--- src/rtl/hv_pair_streamer.sv ---
// hv_pair_streamer
// Producer end of the HV-memory -> cosine-similarity stream. For every element
// index it reads A[i] and B[i] from a one-cycle-latency memory and presents them
// as a two-beat pair (A tagged first, B tagged last) under valid/ready. After the
// final pair it waits for a rising edge on the consumer's done and captures the
// similarity result.
// Optional feature: define HV_STREAM_ABORT_EN to add an abort input that returns
// the block to idle from any busy state without a complete pulse.
module hv_pair_streamer #(
  parameter int HV_DATA_WIDTH = 32,
  parameter int HV_LENGTH     = 1024,
  parameter int ADDR_WIDTH    = 16
) (
  input  logic                     clk,
  input  logic                     areset,
  input  logic                     start,
  input  logic [ADDR_WIDTH-1:0]    base_a,
  input  logic [ADDR_WIDTH-1:0]    base_b,
  output logic                     mem_rd,
  output logic [ADDR_WIDTH-1:0]    mem_addr,
  input  logic [HV_DATA_WIDTH-1:0] mem_rdata,
  output logic                     valid,
  output logic                     first,
  output logic                     last,
  output logic [HV_DATA_WIDTH-1:0] data_out,
  input  logic                     ready,
  input  logic                     done,
  input  logic [HV_DATA_WIDTH-1:0] result_in,
  output logic [HV_DATA_WIDTH-1:0] result,
  output logic                     busy,
  output logic                     complete
`ifdef HV_STREAM_ABORT_EN
  ,
  input  logic                     abort
`endif
);

  localparam int IDX_W = (HV_LENGTH > 1) ? $clog2(HV_LENGTH) : 1;
  localparam logic [IDX_W-1:0] LAST_IDX = IDX_W'(HV_LENGTH - 1);

  typedef enum logic [2:0] {
    S_IDLE,
    S_FETCH_A,
    S_LOAD_A,
    S_SEND_A,
    S_FETCH_B,
    S_LOAD_B,
    S_SEND_B,
    S_DRAIN
  } state_t;

  state_t                  state;
  state_t                  state_next;
  logic [IDX_W-1:0]        idx;
  logic [ADDR_WIDTH-1:0]   base_a_q;
  logic [ADDR_WIDTH-1:0]   base_b_q;
  logic [ADDR_WIDTH-1:0]   addr_hold;
  logic                    done_q;
  logic                    abort_hit;
  logic                    xfer;
  logic                    done_rise;
  logic                    idx_last;

`ifdef HV_STREAM_ABORT_EN
  assign abort_hit = abort && (state != S_IDLE);
`else
  assign abort_hit = 1'b0;
`endif

  assign xfer      = valid && ready;
  assign done_rise = done && !done_q;
  assign idx_last  = (idx == LAST_IDX);
  assign busy      = (state != S_IDLE);
  assign mem_rd    = (state == S_FETCH_A) || (state == S_FETCH_B);

  // Read address is live during the FETCH states and otherwise holds the last one issued.
  always_comb begin
    mem_addr = addr_hold;
    case (state)
      S_FETCH_A: mem_addr = base_a_q + ADDR_WIDTH'(idx);
      S_FETCH_B: mem_addr = base_b_q + ADDR_WIDTH'(idx);
      default:   mem_addr = addr_hold;
    endcase
  end

  // State register.
  always_ff @(posedge clk or posedge areset) begin
    if (areset) begin
      state <= S_IDLE;
    end else begin
      state <= state_next;
    end
  end

  // Next-state logic: fetch/load/send for A then B, repeat per index, then drain.
  always_comb begin
    state_next = state;
    case (state)
      S_IDLE:    if (start) state_next = S_FETCH_A;
      S_FETCH_A: state_next = S_LOAD_A;
      S_LOAD_A:  state_next = S_SEND_A;
      S_SEND_A:  if (xfer) state_next = S_FETCH_B;
      S_FETCH_B: state_next = S_LOAD_B;
      S_LOAD_B:  state_next = S_SEND_B;
      S_SEND_B:  if (xfer) state_next = idx_last ? S_DRAIN : S_FETCH_A;
      S_DRAIN:   if (done_rise) state_next = S_IDLE;
      default:   state_next = S_IDLE;
    endcase
    if (abort_hit) state_next = S_IDLE;
  end

  // Datapath: base/index capture, beat registers, done edge detect and result capture.
  always_ff @(posedge clk or posedge areset) begin
    if (areset) begin
      idx       <= '0;
      base_a_q  <= '0;
      base_b_q  <= '0;
      addr_hold <= '0;
      done_q    <= 1'b0;
      valid     <= 1'b0;
      first     <= 1'b0;
      last      <= 1'b0;
      data_out  <= '0;
      result    <= '0;
      complete  <= 1'b0;
    end else begin
      done_q   <= done;
      complete <= 1'b0;
      if (abort_hit) begin
        valid <= 1'b0;
        first <= 1'b0;
        last  <= 1'b0;
      end else begin
        case (state)
          S_IDLE: begin
            if (start) begin
              base_a_q <= base_a;
              base_b_q <= base_b;
              idx      <= '0;
            end
          end
          S_FETCH_A, S_FETCH_B: begin
            addr_hold <= mem_addr;
          end
          S_LOAD_A: begin
            data_out <= mem_rdata;
            valid    <= 1'b1;
            first    <= 1'b1;
            last     <= 1'b0;
          end
          S_SEND_A: begin
            if (xfer) begin
              valid <= 1'b0;
              first <= 1'b0;
            end
          end
          S_LOAD_B: begin
            data_out <= mem_rdata;
            valid    <= 1'b1;
            first    <= 1'b0;
            last     <= 1'b1;
          end
          S_SEND_B: begin
            if (xfer) begin
              valid <= 1'b0;
              last  <= 1'b0;
              if (!idx_last) idx <= idx + IDX_W'(1);
            end
          end
          S_DRAIN: begin
            if (done_rise) begin
              result   <= result_in;
              complete <= 1'b1;
            end
          end
          default: ;
        endcase
      end
    end
  end

endmodule

--- config.mk ---
export PLATFORM = sky130hd
export DESIGN_NAME = hv_pair_streamer
export DESIGN_NICKNAME = d
export VERILOG_FILES = /design/src/rtl/hv_pair_streamer.sv
export SDC_FILE = /design/constraint.sdc
export NUM_CORES = 1
export LEC_CHECK = 0
export CORE_MARGIN = 8
export CORE_UTILIZATION = 50
export DETAILED_ROUTE_END_ITERATION = 7
export GPL_TIMING_DRIVEN = 0
export MAX_ROUTING_LAYER = met4
export PLACE_DENSITY = 0.84
export SYNTH_ARGS = -nofsm -noshare
export SYNTH_HDL_FRONTEND = slang
export SYNTH_SLANG_ARGS = --single-unit
--- constraint.sdc ---
create_clock -name clk -period 8.2 [get_ports clk]
set_input_delay 2.46 -clock clk [delete_from_list [all_inputs] [get_ports clk]]
set_output_delay 2.46 -clock clk [all_outputs]
set_load 0.03 [all_outputs]
==> results of run 1 <==
[registers in the layout, indices dropped and copies added, names as in the netlist]
signal	cells
base_b_q	16
addr_hold	16
data_out	32
first	1
base_a_q	16
idx	10
state	3
complete	1
valid	1
last	1
done_q	1
result	32
[cell type report]
class | instances | area share, %
Inverter | 12 | 0.584
Multi-Input combinational cell | 321 | 29.8
Timing Repair Buffer | 187 | 22.0
Clock inverter | 5 | 0.321
Clock buffer | 25 | 5.90
Buffer | 22 | 1.31
Sequential cell | 130 | 37.9
Tap cell | 147 | 2.15
[critical path, stage by stage, from the launching register on]
cell and delay (ns):
dfrtp_1 0.37, buf_6 0.14, nor3b_2 0.26, buf_4 0.24
buf_2 0.30, mux2_2 0.38, ha_1 0.21, fa_1 0.43
a211oi_1 0.33, o211ai_1 0.18, a311oi_2 0.37, and4bb_2 0.29
xor2_1 0.17, o21ai_0 0.20, clkdlybuf4s50_1 0.71
[report_power, final]
part,internal (W),switching [W]
Clock,0.000421,0.000262
Combinational,0.000842,0.00101
Sequential,0.000946,0.000180
Total,0.00221,0.00145
[per-stage QoR]
step           cell area [um^2]  std cells  worst slack, ns  hold WS [ns]
3_3_place_gp               8010        818            0.649         0.451
5_1_grt                    8570        849            0.513         0.488
2_1_floorplan              5960        485             1.90         0.439
4_1_cts                    8570        849            0.679         0.472
3_5_place_dp               8040        819             1.14         0.461
6_report                   8570        849            0.721         0.469
[layout by cell type (no fill, tap or decap), types with 2 or more instances in the layout]
cell / netlist / layout
clkbuf_1: 6 / 9
mux2_1: 2 / 2
a22oi_1: 2 / 2
o31ai_1: 6 / 6
clkinv_2: 0 / 4
nand3b_1: 2 / 2
inv_1: 12 / 11
a211oi_1: 3 / 3
a21o_1: 3 / 3
nor2_1: 18 / 18
o211ai_1: 2 / 2
a311oi_1: 2 / 2
nand4_1: 3 / 3
and3_1: 3 / 3
nor3_1: 8 / 8
xor2_1: 7 / 7
buf_1: 4 / 4
nand3_1: 10 / 10
or3_1: 3 / 3
a31oi_1: 2 / 2
nor2b_1: 2 / 2
a21oi_1: 22 / 22
ha_1: 12 / 12
nand2_1: 37 / 37
buf_2: 9 / 9
clkbuf_8: 0 / 5
o311ai_0: 2 / 2
nand4b_1: 2 / 2
o21bai_1: 2 / 2
xnor2_1: 8 / 8
clkbuf_16: 0 / 17
dfrtp_1: 130 / 130
mux2_2: 104 / 104
mux2i_1: 5 / 5
clkdlybuf4s50_1: 0 / 186
buf_6: 2 / 2
o21ai_0: 30 / 30
[kinds of logic after synthesis]
family / after synthesis
AO/OA/AOI/OAI: 85
multiplexers: 111
XOR/XNOR: 15
adder cells (fa/ha/maj): 13
buffers and inverters: 34
AND/OR/NAND/NOR: 97
flip-flops: 130
[worst paths after layout]
| kind | cells after the start | from | to | slack [ns] |
|---|---|---|---|---|
| min in group asynchronous | 2 | areset | data_out[30] | 2.50 |
| worst max-delay path | 14 | state[2] | mem_addr[14] | 0.72 |
| max in group asynchronous | 3 | areset | result[15] | 4.96 |
| worst min-delay path | 2 | addr_hold[6] | addr_hold[6] | 0.47 |
| worst min register to register | 2 | addr_hold[6] | addr_hold[6] | 0.47 |
| worst max register to register | 13 | state[2] | addr_hold[14] | 4.25 |
[layer usage]
layer | vias to the layer above | track usage [%] | share of wire [%]
li1 | 2147 | - | -
met5 | - | - | 0
met4 | 0 | 8.45 | 1.6
met2 | 167 | 35.5 | 52
met1 | 2280 | 21.8 | 39
met3 | 22 | 8.37 | 7.9
==> impl_metrics.ini, run 1 <==
[synth]
synth_top_family_by_area = multiplexers
synthTopCellsByArea = dfrtp_1 (55%), mux2_2 (20%), ha_1 (2.5%)
avgSynthCellArea_um2 = 12.3
netlist_area_um2 = 5960
synth_edf_count = 0
synth_seq_area_share_pct = 54.6
async_reset_ff_share_pct = 100
synth_top_area_cell = dfrtp_1
yosys.cell_count.top_type = dfrtp_1
synth_compound_area_share_pct = 8.73
synth_fa_ha_area_share_pct = 2.85
synth_top_cell_area_share_pct = 54.6
synthXorXnorAreaFrac_pct = 2.20
synthSimpleGateAreaFrac_pct = 8.14
ys_ff_latch = 130
synth_mux_area_share_pct = 20.9
synth-main-ff-cell = dfrtp_1
syn_inst = 485
synthTopCellsByCount = dfrtp_1 (130), mux2_2 (104), nand2_1 (37)
synth_warnings = 0
syn_nets = 599
ys_types = 53

[floorplan]
dieArea_um2 = 15700
io_pins = 187
initial_core_util_pct = 50.5
coreArea_um2 = 11800
rows = 40
fp.dieW_um = 125
die_y_um = 125

[worst_setup_path]
endpoint_kind = primary output
crit_fanout = 10
start_kind = flop
required_ns = 5.74
crit_arrival_ns = 5.02
crit_type = reg2out

[global_routing]
overflow = 0
grt_usage_pct = 21.1
grt_max_degree = 68
grt_pass1_vias = 5003
grt_pass1_wl_um = 25600
antenna_found_initial = 0

[flow_run]
maxCapViolCount = 0

[layout]
syn_to_final_growth_pct = 43.8
multiInputGateArea_um2 = 2550
antenna_cells = 0
utilization_pct = 72.6
fill_cells = 836
regArea_um2 = 3250
drive_gt1_share_pct = 21.7
nNetsFinal = 805

[clock_tree]
cts_setup_buffers = 0
cts_hold_buf = 0
post_cts_resized = 0
cts_tree = done
clk_path_buf_depth = 2
cts_root_buf = clkbuf_16
cts_inserted_buffers = 17
clkLatencyLatePin_ns = 0.41
clock-sinks = 130
clk_pin_slew_ns = 0.06
h-tree-depth = 4

[pwr]
p_leak_nw = 3.66
total_power_w = 0.00366
peakVddDrop_mv = 0.277
p_per_area_nw_per_um2 = 427

[outcome]
status = complete, no violations

[placed_design]
port_buffers = 186
place_congestion = 0.895
dpl.hpwl_um = 11900

[detailed_routing]
antenna_left = 0
dr.first_iter.drc_count = 304
detail_route.vias_per_cell = 5.44
drc = 0
drt_first_pass_iters = 5
vias = 4616
wl_per_cell_um = 18.8
drt-total-wl_um = 15900

[timing]
hold_violations = 0
fin_setup_tns_ns = 0
post-route-period-util_pct = 91.2
fin_skew_ns = 0.00719
rsz0062_at_grt = no
slew-limit-headroom_pct = 56.1
min_period_ns = 7.48
setup_viol = 0
tightestPinTransition_ns = 0.652
max_freq_mhz = 134
finalMaxSlewViolations = 0

[hold_path]
hold_path_class = reg2reg
Power figures use the tool's default switching activity.
==> run 2: changes to the inputs <==
--- a/config.mk
+++ b/config.mk
@@ -8,3 +8,3 @@
 export CORE_MARGIN = 8
-export CORE_UTILIZATION = 50
+export CORE_UTILIZATION = 47
 export DETAILED_ROUTE_END_ITERATION = 7
@@ -12,3 +12,3 @@
 export MAX_ROUTING_LAYER = met4
-export PLACE_DENSITY = 0.84
+export PLACE_DENSITY = 0.8
 export SYNTH_ARGS = -nofsm -noshare
==> constraint.sdc (replaced) <==
create_clock -name clk -period 7.05 [get_ports clk]
set_input_delay 0.705 -clock clk [delete_from_list [all_inputs] [get_ports clk]]
set_output_delay 0.705 -clock clk [all_outputs]
set_load 0.03 [all_outputs]
==> impl_metrics.ini, run 2 (synthesis gave the netlist of run 1 again) <==
[timing]
tightestPinTransition_ns = 0.623
max_freq_mhz = 174
min_period_ns = 5.74
setup_viol = 0
post-route-period-util_pct = 81.4
slew-limit-headroom_pct = 58.1
fin_skew_ns = 0.00579
finalMaxSlewViolations = 0
fin_setup_tns_ns = 0
hold_violations = 0
rsz0062_at_grt = no

[worst_setup_path]
crit_type = reg2out
critPathMaxStageDelay_ns = 0.71
crit_slowest_cell = clkdlybuf4s50_1
start_kind = flop
crit_fanout = 10
crit_arrival_ns = 5.03
critPathTopFamily = buffers and inverters
endpoint_kind = primary output
cp_num_buf_inv = 4
required_ns = 6.34
path_cells = buf_6 -> nor3b_2 -> buf_4 -> buf_2 -> mux2_2 -> ha_1 -> fa_1 -> a211oi_1 -> o211ai_1 -> a311oi_2 -> and4bb_2 -> xor2_1 -> o21ai_0 -> clkdlybuf4s50_1

[clock_tree]
h-tree-depth = 4
clkLatencyLatePin_ns = 0.41
clock-sinks = 130
clk_path_buf_depth = 2
cts_tree = done
cts_root_buf = clkbuf_16
cts_inserted_buffers = 17
post_cts_resized = 0
cts_hold_buf = 0
cts_setup_buffers = 0
clk_pin_slew_ns = 0.05

[floorplan]
rows = 41
dieArea_um2 = 16500
initial_core_util_pct = 47.6
coreArea_um2 = 12500
fp.dieW_um = 129
io_pins = 187
die_y_um = 129

[placed_design]
port_buffers = 186
dp_cells = 844
dpl.hpwl_um = 12000
place_congestion = 0.879

[global_routing]
overflow = 0
grt-busiest-layer = met2
grt_pass1_wl_um = 25800
antenna_found_initial = 0
grt_max_degree = 84
grt_usage_pct = 20.7
gr-usage-met3_pct = 8.65
met1_usage_pct = 22.0
grtUsageMet2_pct = 33.5
grt_pass1_vias = 5250

[detailed_routing]
drt-total-wl_um = 15900
detail_route.vias_per_cell = 5.26
drc = 0
drt_first_pass_iters = 5
dr.first_iter.drc_count = 273
wl_per_cell_um = 18.1
antenna_left = 0
vias = 4608

[pwr]
p_per_area_nw_per_um2 = 498
peakVddDrop_mv = 0.335
p_leak_nw = 3.68

[layout]
syn_to_final_growth_pct = 45.0
layout_commonest_cell = clkdlybuf4s50_1
drive_gt1_share_pct = 21.6
antenna_cells = 0
fin_cells = 876
layout_common_cells = clkdlybuf4s50_1 (186), dfrtp_1 (130), mux2_2 (104)
top_regs = data_out (32), result (32)
nNetsFinal = 805

[outcome]
status = complete, no violations

[flow_run]
maxCapViolCount = 0

[hold_path]
hold_path_class = reg2reg
-- run 2: through the flow --
step	hold WS (ns)	power [W]	setup WS, ns	util, %	cell area, um^2
finish	0.474	0.00430	1.31	69.1	8640
global route	0.497	0.00455	1.03	69.1	8640
floorplan	0.439	0.00262	2.50	-	5960
CTS	0.473	0.00434	1.25	69.1	8640
global placement	0.451	0.00340	1.25	64.2	8040
detailed placement	0.461	0.00347	1.72	64.5	8070
-- run 2: report_power, final --
group	switching [W]	leakage, nW	internal (W)
registers	0.000204	1.58	0.00110
logic	0.00118	1.82	0.000979
clock network	0.000300	0.284	0.000540
total	0.00168	3.68	0.00262
-- run 2: per-layer routing --
| layer | wire length [um] | share of wire, % | vias up |
|---|---|---|---|
| li1 | - | - | 2160 |
| met1 | 6340 | 40 | 2235 |
| met2 | 7800 | 49 | 196 |
| met3 | 1550 | 9.8 | 17 |
| met4 | 178 | 1.1 | 0 |
| met5 | 0 | 0 | - |
-- run 2: final timing paths --
check	startpoint	to	slack, ns	depth (start not counted)
setup / recovery	state[2]	mem_addr[14]	1.31	14
hold / removal	addr_hold[7]	addr_hold[7]	0.47	2
setup reg to reg	state[2]	addr_hold[14]	3.08	13
hold reg to reg	addr_hold[7]	addr_hold[7]	0.47	2
max in group asynchronous	areset	base_b_q[10]	5.60	3
min in group asynchronous	areset	data_out[23]	0.71	2
-- run 2: cell type report --
| type | instances | area (um^2) |
|---|---|---|
| Buffer | 22 | 113 |
| Clock buffer | 28 | 527 |
| Clock inverter | 4 | 45.0 |
| Fill cell | 936 | 3870 |
| Inverter | 12 | 50.0 |
| Multi-Input combinational cell | 321 | 2550 |
| Sequential cell | 130 | 3250 |
| Tap cell | 172 | 215 |
| Timing Repair Buffer | 187 | 1890 |
-- run 2: worst min-delay path, stage by stage, from the launching register on --
cell	delay (ns)
dfrtp_1	0.32
nand2_1	0.06
o31ai_1	0.06
==> run 3: changes to the inputs <==
Settings changed: CORE_UTILIZATION 47 to 42, PLACE_DENSITY 0.8 to 0.75.
Clock period 7.05 ns to 5 ns, I/O delays scaled along.
==> impl_metrics.ini, run 3 (synthesis gave the netlist of run 1 again) <==
[detailed_routing]
drt-total-wl_um = 15900
antenna_left = 0
dr.first_iter.drc_count = 191
detail_route.vias_per_cell = 5.21
wl_per_cell_um = 18.0
vias = 4597
drt_first_pass_iters = 4
drc = 0

[timing]
max_freq_mhz = 211
fin_setup_tns_ns = 0
fin_skew_ns = 0.00769
finalMaxSlewViolations = 0
slew-limit-headroom_pct = 57.2
setup_ws_ns = 0.272
post-route-period-util_pct = 94.6
hold_violations = 0
hold_ws_ns = 0.475
min_period_ns = 4.73
setup_viol = 0
rsz0062_at_grt = no
tightestPinTransition_ns = 0.637

[layout]
regArea_um2 = 3250
post-route-cell-area_um2 = 8720
drive_gt1_share_pct = 22.3
fill_cells = 1072
syn_to_final_growth_pct = 46.3
utilization_pct = 62.8
nNetsFinal = 804
layout_common_cells = clkdlybuf4s50_1 (181), dfrtp_1 (130), mux2_2 (104)
multiInputGateArea_um2 = 2560
antenna_cells = 0
top_regs = data_out (32), result (32)
layout_commonest_cell = clkdlybuf4s50_1

[floorplan]
coreArea_um2 = 13900
rows = 43
die_y_um = 135
dieArea_um2 = 18300
io_pins = 187
fp.dieW_um = 135
initial_core_util_pct = 43.0

[clock_tree]
cts_tree = done
cts_hold_buf = 0
h-tree-depth = 4
clk_pin_slew_ns = 0.05
cts_root_buf = clkbuf_16
clkLatencyLatePin_ns = 0.42
clk_path_buf_depth = 2
clock-sinks = 130
cts_inserted_buffers = 17
post_cts_resized = 10
cts_setup_buffers = 0

[worst_setup_path]
required_ns = 4.50
rr_endpoint = addr_hold[14]
critPathMaxStageDelay_ns = 0.44
path_depth = 13
cp-endpoint = mem_addr[14]
cp_num_buf_inv = 3
path_cells = buf_6 -> nor3b_4 -> buf_8 -> mux2_2 -> ha_1 -> fa_1 -> a211oi_2 -> o211ai_1 -> a311oi_2 -> and4bb_2 -> xor2_1 -> o21ai_0 -> clkdlybuf4s15_2
critPathTopFamily = compound AO/OA/AOI/OAI gates
crit_type = reg2out
r2r-start = state[2]
crit_arrival_ns = 4.23
r2r_cells = 12
startpoint = state[2]
start_kind = flop
endpoint_kind = primary output
crit_fanout = 19
crit_slowest_cell = fa_1
r2r_setup_slack_ns = 1.47

[pwr]
pwr-share-clk_pct = 21.0
netSwitchingPower_w = 0.00240
p_leak_nw = 3.72
sw_frac_of_total_pct = 38.9
p_seq_share_pct = 30.0
intPower_w = 0.00377
p_per_area_nw_per_um2 = 708
peakVddDrop_mv = 0.413
p_comb_share_pct = 49.0

[hold_path]
hold_path_class = reg2reg

[global_routing]
grt_max_degree = 73
grt_pass1_wl_um = 25600
grt_pass1_vias = 5161
grt_usage_pct = 18.4
overflow = 0
antenna_found_initial = 0

[placed_design]
dpl.hpwl_um = 12100
port_buffers = 186
place_area_um2 = 8080
dp_slack_ns = -0.0714
place_congestion = 0.849

[outcome]
status = complete, no violations

[flow_run]
maxCapViolCount = 0
-- run 3: cell types whose count changed in the layout (fill, tap and decap cells not counted), moves of 2 or more --
cell and change:
clkdlybuf4s50_1 -5, clkbuf_1 -3, clkdlybuf4s15_2 +2, dlygate4sd2_1 +2
bufinv_16 +2, clkinvlp_4 +2
-- run 3: worst reg2reg max path: stages, from the launching register on --
cell and delay [ns]:
dfrtp_1 0.37, buf_6 0.14, nor3b_4 0.29, buf_8 0.24, mux2_2 0.36, ha_1 0.21, fa_1 0.44, a211oi_2 0.24
o211ai_1 0.16, a311oi_2 0.35, and4bb_2 0.29, xor2_1 0.20, o21ai_0 0.10
-- run 3: layer usage --
metal  track usage [%]  part of all wire, %
met1              19.5                   40
met5                 -                    0
met2              29.7                   49
met3              8.42                  9.6
met4              6.85                  1.9
-- run 3: layout make-up --
class,instances,share of cell area (%)
multi-input cells,321,29.4
plain buffers,21,1.32
flip-flops and latches,130,37.3
clock inverters,8,1.42
clock buffers,24,5.75
repair buffers,187,21.7
well taps,180,2.58
inverters,12,0.574
-- run 3: how the worst min path moves through the flow --
stage | cells past startpoint | from | endpoint | slack (ns)
global route | 2 | addr_hold[9] | addr_hold[9] | 0.49
detailed placement | 2 | addr_hold[14] | addr_hold[14] | 0.46
finish | 2 | addr_hold[14] | addr_hold[14] | 0.47
CTS | 2 | addr_hold[14] | addr_hold[14] | 0.48
global placement | 2 | addr_hold[6] | addr_hold[6] | 0.45
floorplan | 2 | addr_hold[10] | addr_hold[10] | 0.44
-- run 3: stage by stage --
stage | total power, W | std cells
4_1_cts | 0.00623 | 883
2_1_floorplan | 0.00370 | 485
6_report | 0.00617 | 883
5_1_grt | 0.00654 | 883
3_3_place_gp | 0.00479 | 851
3_5_place_dp | 0.00490 | 852
-- run 3: power by group through the flow --
stage,combinational [W],sequential (W),clock (W)
after floorplan,0.00135,0.00235,0
final,0.00303,0.00185,0.00130
after CTS,0.00305,0.00185,0.00132
after global placement,0.00297,0.00182,0
after global routing,0.00325,0.00192,0.00137
after detailed placement,0.00305,0.00185,0
